### src/rtl/mult_sequencer_pkg.sv
// Shared types for the multi-cycle MULT/MULTU sequencer.
package mult_sequencer_pkg;

    // state     | meaning
    // S_IDLE    | waiting for start; hi/lo hold the last product
    // S_ABS_A   | replace a negative multiplicand by its magnitude
    // S_ABS_B   | replace a negative multiplier (in lo) by its magnitude
    // S_MUL     | one shift-add iteration per cycle, N cycles
    // S_NEG_LO  | two's-complement negate lo, keep the carry
    // S_NEG_HI  | finish negation of hi using the saved carry
    // S_DONE    | result valid, done pulse
    typedef enum logic [2:0] {
        S_IDLE   = 3'd0,
        S_ABS_A  = 3'd1,
        S_ABS_B  = 3'd2,
        S_MUL    = 3'd3,
        S_NEG_LO = 3'd4,
        S_NEG_HI = 3'd5,
        S_DONE   = 3'd6
    } state_t;

endpackage

### src/rtl/mult_sequencer_adder.sv
// Plain ripple-carry adder shared by the multiply sequencer.
module adder #(
    parameter int n = 33
) (
    input  logic [n-1:0] a,
    input  logic [n-1:0] b,
    input  logic         cin,
    output logic [n-1:0] sum
);

    // Ripple the carry from bit 0 upward; the final carry-out is discarded.
    always_comb begin
        logic carry;
        carry = cin;
        sum   = '0;
        for (int i = 0; i < n; i++) begin
            sum[i] = a[i] ^ b[i] ^ carry;
            carry  = (a[i] & b[i]) | (carry & (a[i] ^ b[i]));
        end
    end

endmodule

### src/rtl/mult_sequencer.sv
// Multi-cycle MULT/MULTU unit: shift-add loop on one shared N+1 bit adder,
// with sign handling done as magnitude conversion before and negation after.
module mult_sequencer
    import mult_sequencer_pkg::*;
#(
    parameter int N = 32
) (
    input  logic         clk,
    input  logic         rst,
    input  logic         start,
    input  logic         signed_op,
    input  logic [N-1:0] a,
    input  logic [N-1:0] b,
    output logic         busy,
    output logic         done,
    output logic [N-1:0] hi,
    output logic [N-1:0] lo
);

    localparam int              CNT_W     = $clog2(N) + 1;
    localparam logic [CNT_W-1:0] LAST_ITER = CNT_W'(N - 1);
    localparam logic [N:0]      ONE       = (N + 1)'(1);

    state_t           state, state_nxt;
    logic [N-1:0]     mcand;
    logic             neg, sign_a, sign_b, signed_q, c;
    logic [CNT_W-1:0] cnt;
    logic [N:0]       add_a, add_b, sum;

    adder #(.n(N + 1)) u_adder (
        .a   (add_a),
        .b   (add_b),
        .cin (1'b0),
        .sum (sum)
    );

    // Steer the shared adder operands according to the current state.
    always_comb begin
        add_a = '0;
        add_b = '0;
        case (state)
            S_ABS_A: begin
                add_a = {1'b0, ~mcand};
                add_b = ONE;
            end
            S_ABS_B, S_NEG_LO: begin
                add_a = {1'b0, ~lo};
                add_b = ONE;
            end
            S_MUL: begin
                add_a = {1'b0, hi};
                add_b = lo[0] ? {1'b0, mcand} : '0;
            end
            S_NEG_HI: begin
                add_a = {1'b0, ~hi};
                add_b = {{N{1'b0}}, c};
            end
            default: ;
        endcase
    end

    // State register.
    always_ff @(posedge clk or posedge rst) begin
        if (rst) state <= S_IDLE;
        else     state <= state_nxt;
    end

    // Next-state decode and status outputs.
    always_comb begin
        state_nxt = state;
        busy      = 1'b1;
        done      = 1'b0;
        case (state)
            S_IDLE: begin
                busy = 1'b0;
                if (start) state_nxt = signed_op ? S_ABS_A : S_MUL;
            end
            S_ABS_A:  state_nxt = S_ABS_B;
            S_ABS_B:  state_nxt = S_MUL;
            S_MUL:    if (cnt == LAST_ITER) state_nxt = signed_q ? S_NEG_LO : S_DONE;
            S_NEG_LO: state_nxt = S_NEG_HI;
            S_NEG_HI: state_nxt = S_DONE;
            S_DONE: begin
                done      = 1'b1;
                state_nxt = S_IDLE;
            end
            default: begin
                busy      = 1'b0;
                state_nxt = S_IDLE;
            end
        endcase
    end

    // Datapath registers: operand capture, sign fix-up and shift-add loop.
    always_ff @(posedge clk or posedge rst) begin
        if (rst) begin
            mcand    <= '0;
            hi       <= '0;
            lo       <= '0;
            neg      <= 1'b0;
            sign_a   <= 1'b0;
            sign_b   <= 1'b0;
            signed_q <= 1'b0;
            c        <= 1'b0;
            cnt      <= '0;
        end else begin
            case (state)
                S_IDLE: if (start) begin
                    mcand    <= a;
                    lo       <= b;
                    hi       <= '0;
                    neg      <= signed_op & (a[N-1] ^ b[N-1]);
                    sign_a   <= a[N-1];
                    sign_b   <= b[N-1];
                    signed_q <= signed_op;
                    c        <= 1'b0;
                    cnt      <= '0;
                end
                S_ABS_A: if (sign_a) mcand <= sum[N-1:0];
                S_ABS_B: if (sign_b) lo <= sum[N-1:0];
                S_MUL: begin
                    hi  <= sum[N:1];
                    lo  <= {sum[0], lo[N-1:1]};
                    cnt <= cnt + CNT_W'(1);
                end
                S_NEG_LO: if (neg) begin
                    lo <= sum[N-1:0];
                    c  <= sum[N];
                end
                S_NEG_HI: if (neg) hi <= sum[N-1:0];
                default: ;
            endcase
        end
    end

endmodule

### config.mk
export PLATFORM = sky130hd
export DESIGN_NAME = mult_sequencer
export DESIGN_NICKNAME = d
export VERILOG_FILES = /design/src/rtl/mult_sequencer_pkg.sv /design/src/rtl/mult_sequencer_adder.sv /design/src/rtl/mult_sequencer.sv
export SDC_FILE = /design/constraint.sdc
export NUM_CORES = 1
export LEC_CHECK = 0
export CORE_ASPECT_RATIO = 1.1
export CORE_MARGIN = 2
export CORE_UTILIZATION = 55
export CTS_CLUSTER_SIZE = 16
export DETAILED_ROUTE_END_ITERATION = 8
export GPL_ROUTABILITY_DRIVEN = 0
export GPL_TIMING_DRIVEN = 0
export PLACE_DENSITY = 0.85
export SKIP_LAST_GASP = 1
export SYNTH_ARGS = -nofsm -noshare
export SYNTH_HDL_FRONTEND = slang
export SYNTH_HIERARCHICAL = 1
export SYNTH_SLANG_ARGS = --single-unit
### constraint.sdc
create_clock -name clk -period 20.2 [get_ports clk]
set_clock_uncertainty 0.1 [all_clocks]
set_input_delay 6.06 -clock clk [delete_from_list [all_inputs] [get_ports clk]]
set_output_delay 6.06 -clock clk [all_outputs]
set_load 0.02 [all_outputs]
# After elaboration in Yosys (flattened, before gate mapping)
# Cells that the tools add are included.
[word_totals]
out_inout_bits = 66
ff_bits = 110
wordCells = 228
[classes]
n_mux = 24
bitwise_logic = 164
reduce_logical = 16
n_addsub = 1
n_eq_ne = 13
[op_table]
columns = ["cell", "n"]
rows = [
  ["one-hot mux 32 bit (4 select lines)", 2],
  ["2-to-1 mux 32 bit", 7],
  ["one-hot mux 32 bit (3 select lines)", 2],
  ["inverter 32 bit", 3],
  ["XOR 1 bit", 65],
  ["AND 1 bit", 64],
  ["one-hot mux 32 bit (2 select lines)", 1],
  ["bitwise OR 1 bit", 31],
  ["one-hot mux 3 bit (6 select lines)", 1],
  ["inequality test 2 bit (second input constant)", 6],
  ["one-hot mux 6 bit (2 select lines)", 1],
  ["equality test 3 bit (second input constant)", 3],
  ["AND reduction 3 bit", 3],
  ["adder 6 x 1 -> 6 bit (second input constant)", 1],
  ["equality test 3 x 2 -> 1 bit (second input constant)", 2],
  ["equality test 6 x 5 -> 1 bit (second input constant)", 1],
  ["2-to-1 mux 3 bit", 2],
  ["2-to-1 mux 6 bit", 1],
  ["AND reduction 2 bit", 3],
  ["nonzero test 2 bit", 3],
  ["OR reduction 6 bit", 1],
  ["2-to-1 mux 1 bit", 4],
  ["2-to-1 mux 2 bit", 2],
  ["AND reduction 4 bit", 1],
  ["8 further kinds", 8],
]

# Depth between registers and ports, before layout
[depth]
ltp_word = 69
mapped_depth = 44

# Hierarchy
# Netlist, hierarchy kept.
[by_module_without_submodules]
columns = ["mod", "cells_each", "area_per_inst_um2", "n_inst", "seq_area_each_um2"]
rows = [
  ["mult_sequencer", 865, 7639.8, 1, 2752.6],
  ["adder", 38, 683.2, 1, 0.0],
]

# Worst setup path before layout
# OpenSTA, ideal clock, no wires.
[synth_path]
path_kind = "reg-to-reg"
start = "reg state[0]"
end = "reg lo[31]"
path_slack_ns = 5.752
path_stages_with_launch = 45
synth_period_minus_slack_ns = 14.448
arrival_time_ns = 14.223
cell_sequence = "dfrtp_1 -> buf_4 -> buf_4 -> buf_2 -> or2_2 -> nor2_1 -> a211oi_1 -> fa_1 -> fa_1 -> fa_1 -> fa_1 -> fa_1 -> fa_1 -> fa_1 -> fa_1 -> fa_1 -> fa_1 -> fa_1 -> (+9 left out) -> fa_1 -> fa_1 -> fa_1 -> fa_1 -> fa_1 -> fa_1 -> fa_1 -> fa_1 -> fa_1 -> fa_1 -> fa_1 -> fa_1 -> fa_1 -> fa_1 -> o21a_1 -> a211oi_1 -> a221oi_1 -> mux2_4"
[synth_between]
elab_chain_cells = 67
word_cells_on_any_way = 142
classes_between = "eq/ne (8); mux (5); bitwise (124); reduce/logical (5)"
[synth_rtl]
columns = ["element", "line", "text"]
rows = [
  ["from (decl)", "mult_sequencer.sv:24", "state_t state, state_nxt;"],
  ["from (signal assigned)", "mult_sequencer.sv:65", "else state <= state_nxt;"],
  ["equality test 3 bit (tied with other cells)", "mult_sequencer.sv:41", "case (state)"],
  ["OR reduction 3 bit (no source line)", "n/a", ""],
  ["one-hot mux 32 bit (3 select lines) (*)", "mult_sequencer.sv:41", ""],
  ["named net add_b[0]", "mult_sequencer.sv:28", "logic [N:0] add_a, add_b, sum;"],
  ["AND 1 bit (*) (2 in series)", "mult_sequencer_adder.sv:18", "carry = (a[i] & b[i]) | (carry & (a[i] ^ b[i]));"],
  ["bitwise OR 1 bit (*)", "mult_sequencer_adder.sv:18", ""],
  ["AND 1 bit (*)", "mult_sequencer_adder.sv:18", ""],
  ["bitwise OR 1 bit (*)", "mult_sequencer_adder.sv:18", ""],
  ["(+52 left out)", "n/a", ""],
  ["AND 1 bit (*)", "mult_sequencer_adder.sv:18", ""],
  ["bitwise OR 1 bit (*)", "mult_sequencer_adder.sv:18", ""],
  ["AND 1 bit (*)", "mult_sequencer_adder.sv:18", ""],
  ["bitwise OR 1 bit (*)", "mult_sequencer_adder.sv:18", ""],
  ["XOR 1 bit (*)", "mult_sequencer_adder.sv:17", "sum[i] = a[i] ^ b[i] ^ carry;"],
  ["named net sum[31]", "mult_sequencer.sv:28", ""],
  ["2-to-1 mux 32 bit (on tied branches)", "mult_sequencer.sv:126, mult_sequencer.sv:120", ""],
  ["one-hot mux 32 bit (4 select lines) (*)", "mult_sequencer.sv:107", "case (state)"],
  ["to (signal assigned)", "mult_sequencer.sv:120", "S_ABS_B: if (sign_b) lo <= sum[N-1:0];"],
  ["to (signal assigned)", "mult_sequencer.sv:123", "lo <= {sum[0], lo[N-1:1]};"],
  ["to (signal assigned)", "mult_sequencer.sv:127", "lo <= sum[N-1:0];"],
  ["to (decl)", "mult_sequencer.sv:17", "output logic [N-1:0] lo"],
]
# Mark *: on every way through the listed nets, which the timed path passes. The rest lies on a longest branch. The select of a mux whose other input is x is not followed.
# A chain may end at the register's enable or synchronous reset.

# Final worst setup path
[layout_path]
start = "reg state[0]"
end = "reg lo[31]"
[layout_between]
elab_chain_cells = 67
word_cells_on_any_way = 142
classes_between = "eq/ne (8); mux (5); bitwise (124); reduce/logical (5)"
[layout_rtl]
columns = ["element", "line"]
rows = [
  ["equality test 3 bit or equality test 3 x 2 -> 1 bit (tied branches)", "mult_sequencer.sv:41"],
  ["OR reduction 2 bit", "mult_sequencer.sv:41"],
  ["one-hot mux 32 bit (4 select lines) (*)", "mult_sequencer.sv:41"],
  ["named net add_a[0]", "mult_sequencer.sv:28"],
  ["AND 1 bit (*) (2 in series)", "mult_sequencer_adder.sv:18"],
  ["bitwise OR 1 bit (*)", "mult_sequencer_adder.sv:18"],
  ["AND 1 bit (*)", "mult_sequencer_adder.sv:18"],
  ["bitwise OR 1 bit (*)", "mult_sequencer_adder.sv:18"],
  ["(+52 left out)", "n/a"],
  ["AND 1 bit (*)", "mult_sequencer_adder.sv:18"],
  ["bitwise OR 1 bit (*)", "mult_sequencer_adder.sv:18"],
  ["AND 1 bit (*)", "mult_sequencer_adder.sv:18"],
  ["bitwise OR 1 bit (*)", "mult_sequencer_adder.sv:18"],
  ["XOR 1 bit (*)", "mult_sequencer_adder.sv:17"],
  ["named net sum[31]", "mult_sequencer.sv:28"],
  ["2-to-1 mux 32 bit (on tied branches)", "mult_sequencer.sv:126, mult_sequencer.sv:120"],
  ["one-hot mux 32 bit (4 select lines) (*)", "mult_sequencer.sv:107"],
]
# Marked as above.

==> reports/summary.md <==
The flow ran to the end, and the final reports show no timing, DRC or antenna violations. The repair_antennas step left the layout with diodes totalling 0. For this design the total switching power over the nets is 998.9 uW. The die is 121.3 um wide.

Power density over the cells: 205.7 mW/mm^2. The number of iterations in the first detailed-routing pass is 7. The commonest cells after synthesis are 137 x nor2_1, 110 x dfrtp_1, 80 x a21oi_1. The critical path starts at state[0]. The clock network accounts for 9.5% of the total power. In this run, the number of DRC markers left after iteration 0 of detailed routing was 1011. For the maximum root-to-sink buffer count, the log shows 2. The share of power burned in registers is 22.1%, and the register area is 0.002753 mm^2.

In this run, synthesis produced a sequential element count of 110. Summing all multi-input logic gate instances after layout gives 0.005072 mm^2. The logs give 28260 um for the overall routed net length and 110 for the total clock sinks.

The total overflow left after global routing is 0. The tools report the worst relative slew slack as 50.23%. TritonCTS built the clock tree. The floorplan step defined a die boundary enclosing 0.01613 mm^2.

The tools report the pin count of the biggest net entering global routing as 60. The post-route netlist has 9.100% of its cells at a drive strength greater than 1. The logs give 19900 um for the HPWL after detailed placement and 2853 um for the met3 wirelength from detailed routing. Net switching is 47.32% of the power.

For this configuration, the core starts out at a cell density of 55.72%. The share of synthesized area in the top cell type comes to 33.07%. Setup violations remaining at the end of the flow were counted as 0.

The logs give 0 ns for the total negative setup slack and 35.65% for the overall routing resource usage. Setup repair after global routing left no endpoint under its margin. After detailed placement, the total cell area comes to 0.009937 mm^2.

After synthesis, flip-flops and latches occupy 33.07% of the total area. Once layout is complete, the utilization of the core stands at 68.70%. The H-tree was split into 3 levels.

After detailed routing, no signal wire sits above met4. The tools report the met2 wire length as 13170 um. The internal portion of the total power is 1112 uW. The top cell type by total area after synthesis is dfrtp_1. The later pin in the worst-skew pair is clocked with a latency of 0.37 ns.

In the finished design, the share of the clock period the worst path needs comes to 78.74%. The count of nets left with antenna violations once routing finished came out at 0. The tools report the initial antenna violation count as 0. Hold buffer count at CTS: 0. The run gives 134 as the number of placed I/O pins.

In this run the core area contains 47 standard-cell rows. The maximum clock rate came out at 0.06287 GHz. The count of cells resized by post-cts repair was 0; the wire length of the first global-routing pass was 44670 um. Synthesis instantiated 59 different standard cells from the library. At the pin with the least slew margin, the transition time is 0.7466 ns. The startpoint identified for the worst register-to-register timing path is state[0]. The region available for standard cell placement spans 0.01494 mm^2. The tools report the number of max-capacitance violations reported as 0. The tree is rooted in a clkbuf_16. Arrival time of data at the critical path endpoint: 16.06 ns. In this run the worst path has a maximum fanout of 10. Count of flip-flops with a built-in enable after synthesis: 0. The logs give 1151 for the final-stage net count and 20.36 ns for the data required time of the critical path. The dominant register cell in the synthesized netlist is dfrtp_1. The tools report the final-layout fill cell count as 1208. Number of clock buffers inserted by TritonCTS: 9. Die height: 133.0 um. The kind of cell adding the most delay to the critical path is adder cells.

The worst path meets setup with 4.294 ns of slack. Number of max-slew violations in the final report: 0. For the non-filler instance count after layout, the log shows 1251. The worst hold path begins at mcand[23]. The worst setup path is captured at a flop.

Routed via count: 8330. On the worst path, the slowest cell contributes a delay of 0.58 ns. In the final routing, the length of wire on met1 measures 10680 um. Counting both buffers and inverters, the worst setup path holds a total of 6. The post-layout minimum cycle time came out at 15.91 ns. After routing the design area is 0.01026 mm^2.

Most numerous cell on the critical path: fa_1. In this run, the combinational gates consume 68.4% of the power. The mapped netlist covers 0.008323 mm^2.

For this run, design rule violations remaining after detail routing come to 0. The buffers inserted during post-CTS setup optimization was 0. The mean routed wirelength per cell is 22.59 um, and the mean post-synth cell area is 9.217 um^2.

The area growth from synthesis to layout is 23.29%. The most frequent cell after synthesis was nor2_1. The via count of the first global-routing pass was 8406; the count of yosys warnings during synthesis was 6.

The critical path is of the flop to flop type. The clock-pin slew on the worst setup and hold paths was 0.08 ns. In this run the worst hold path is classified as flop to flop. Prior to clock tree synthesis, the placed netlist has a worst setup slack of 4.705 ns. The slowest stage of the critical path belongs to the cell fa_1. By area the synthesized netlist is led by dfrtp_1 33%, mux2i_1 7.9%, fa_1 7.7%. Buffers placed on the I/O ports in this run total 133.

STA classifies the critical path startpoint as a flop. The cell total after placement was 1235. For the hold violation count in the final report, the log shows 0. After technology mapping, the gate count stands at 903.

IR analysis of the VDD net gives a maximum drop of 0.09706 mV. After detailed routing, the number of vias per cell comes to 6.659. The async set or reset register ratio after synthesis is 100.0%. The run gives 0.004295 uW as the reported leakage power.
==> cell type report <==
class / count / share of cell area, %
tap: 196 / 2.390
buffer: 87 / 4.524
clock buffer: 9 / 2.195
sequential: 110 / 26.83
timing repair buffer: 134 / 13.24
inverter: 11 / 0.4268
multi-input combinational: 697 / 49.43
clock inverter: 7 / 0.9633
==> cells by family after synthesis <==
group	share of synthesized area [%]
mux	13.57
compound gates	26.10
flops	33.07
buf+inv	6.073
xor+xnor	0.4961
simple gates	12.79
fa+ha+maj	7.847
other cells	0.04506
==> placed cells by master, fill, tap and decap left out, types with 5 or more instances in the layout <==
cell type and n:
mux2_2 5, and2_1 32, buf_4 9, clkbuf_1 36, buf_1 9, buf_6 10
mux2_4 20, o21bai_1 13, mux2_1 10, nand2_1 39, nor2_1 137, buf_2 23
a21oi_1 80, mux2i_1 66, fa_1 32, o21ai_0 16, inv_1 8, o22ai_1 31
clkdlybuf4s50_1 133, clkbuf_16 9, a211oi_1 51, a221oi_1 33, dfrtp_1 110, a22oi_1 32
o21ai_1 23, o21a_1 32
==> per-stage QoR <==
step	hold slack (ns)	total power, uW
global placement	0.3770	1825
CTS	0.4124	2072
finish	0.4058	2111
floorplan	0.3639	1427
detailed placement	0.3922	1861
global route	0.4299	2238
==> path summary, 6_finish.rpt <==
kind,endpoint,slack [ns],depth (start not counted)
max,lo[31],4.29,43
min,mcand[23],0.41,2
max reg2reg,lo[31],4.29,43
min reg2reg,mcand[23],0.41,2
max in group asynchronous,hi[6],13.21,3
min in group asynchronous,lo[23],6.04,2
==> registers in the layout (all words and copies together), names as in the netlist <==
| register | flops |
|---|---|
| cnt | 6 |
| sign_b | 1 |
| neg | 1 |
| lo | 32 |
| signed_q | 1 |
| mcand | 32 |
| state | 3 |
| c | 1 |
| sign_a | 1 |
| hi | 32 |
==> worst register-to-register path: cells and delay by family, from the launching register on <==
kind	cells	cell delay (ns)
muxes	1	0.30
DFF	1	0.41
AOI/OAI and AO/OA	4	0.68
buffers and inverters	6	1.35
adders and majority gates	32	12.96
==> power groups by stage <==
stage          Combinational (uW)  Sequential [uW]  Clock [uW]
3_3_place_gp                 1370              460           0
6_report                     1440              466         201
2_1_floorplan                 923              504           0
4_1_cts                      1410              461         200
3_5_place_dp                 1400              463           0
5_1_grt                      1550              477         206
==> routing by layer <==
metal / track usage (%) / up-vias
li1: - / 3586
met1: 46.19 / 3980
met2: 56.80 / 624
met3: 6.034 / 140
met4: 19.54 / 0
met5: 0 / -
No activity file was read; power rests on OpenSTA's default activity.
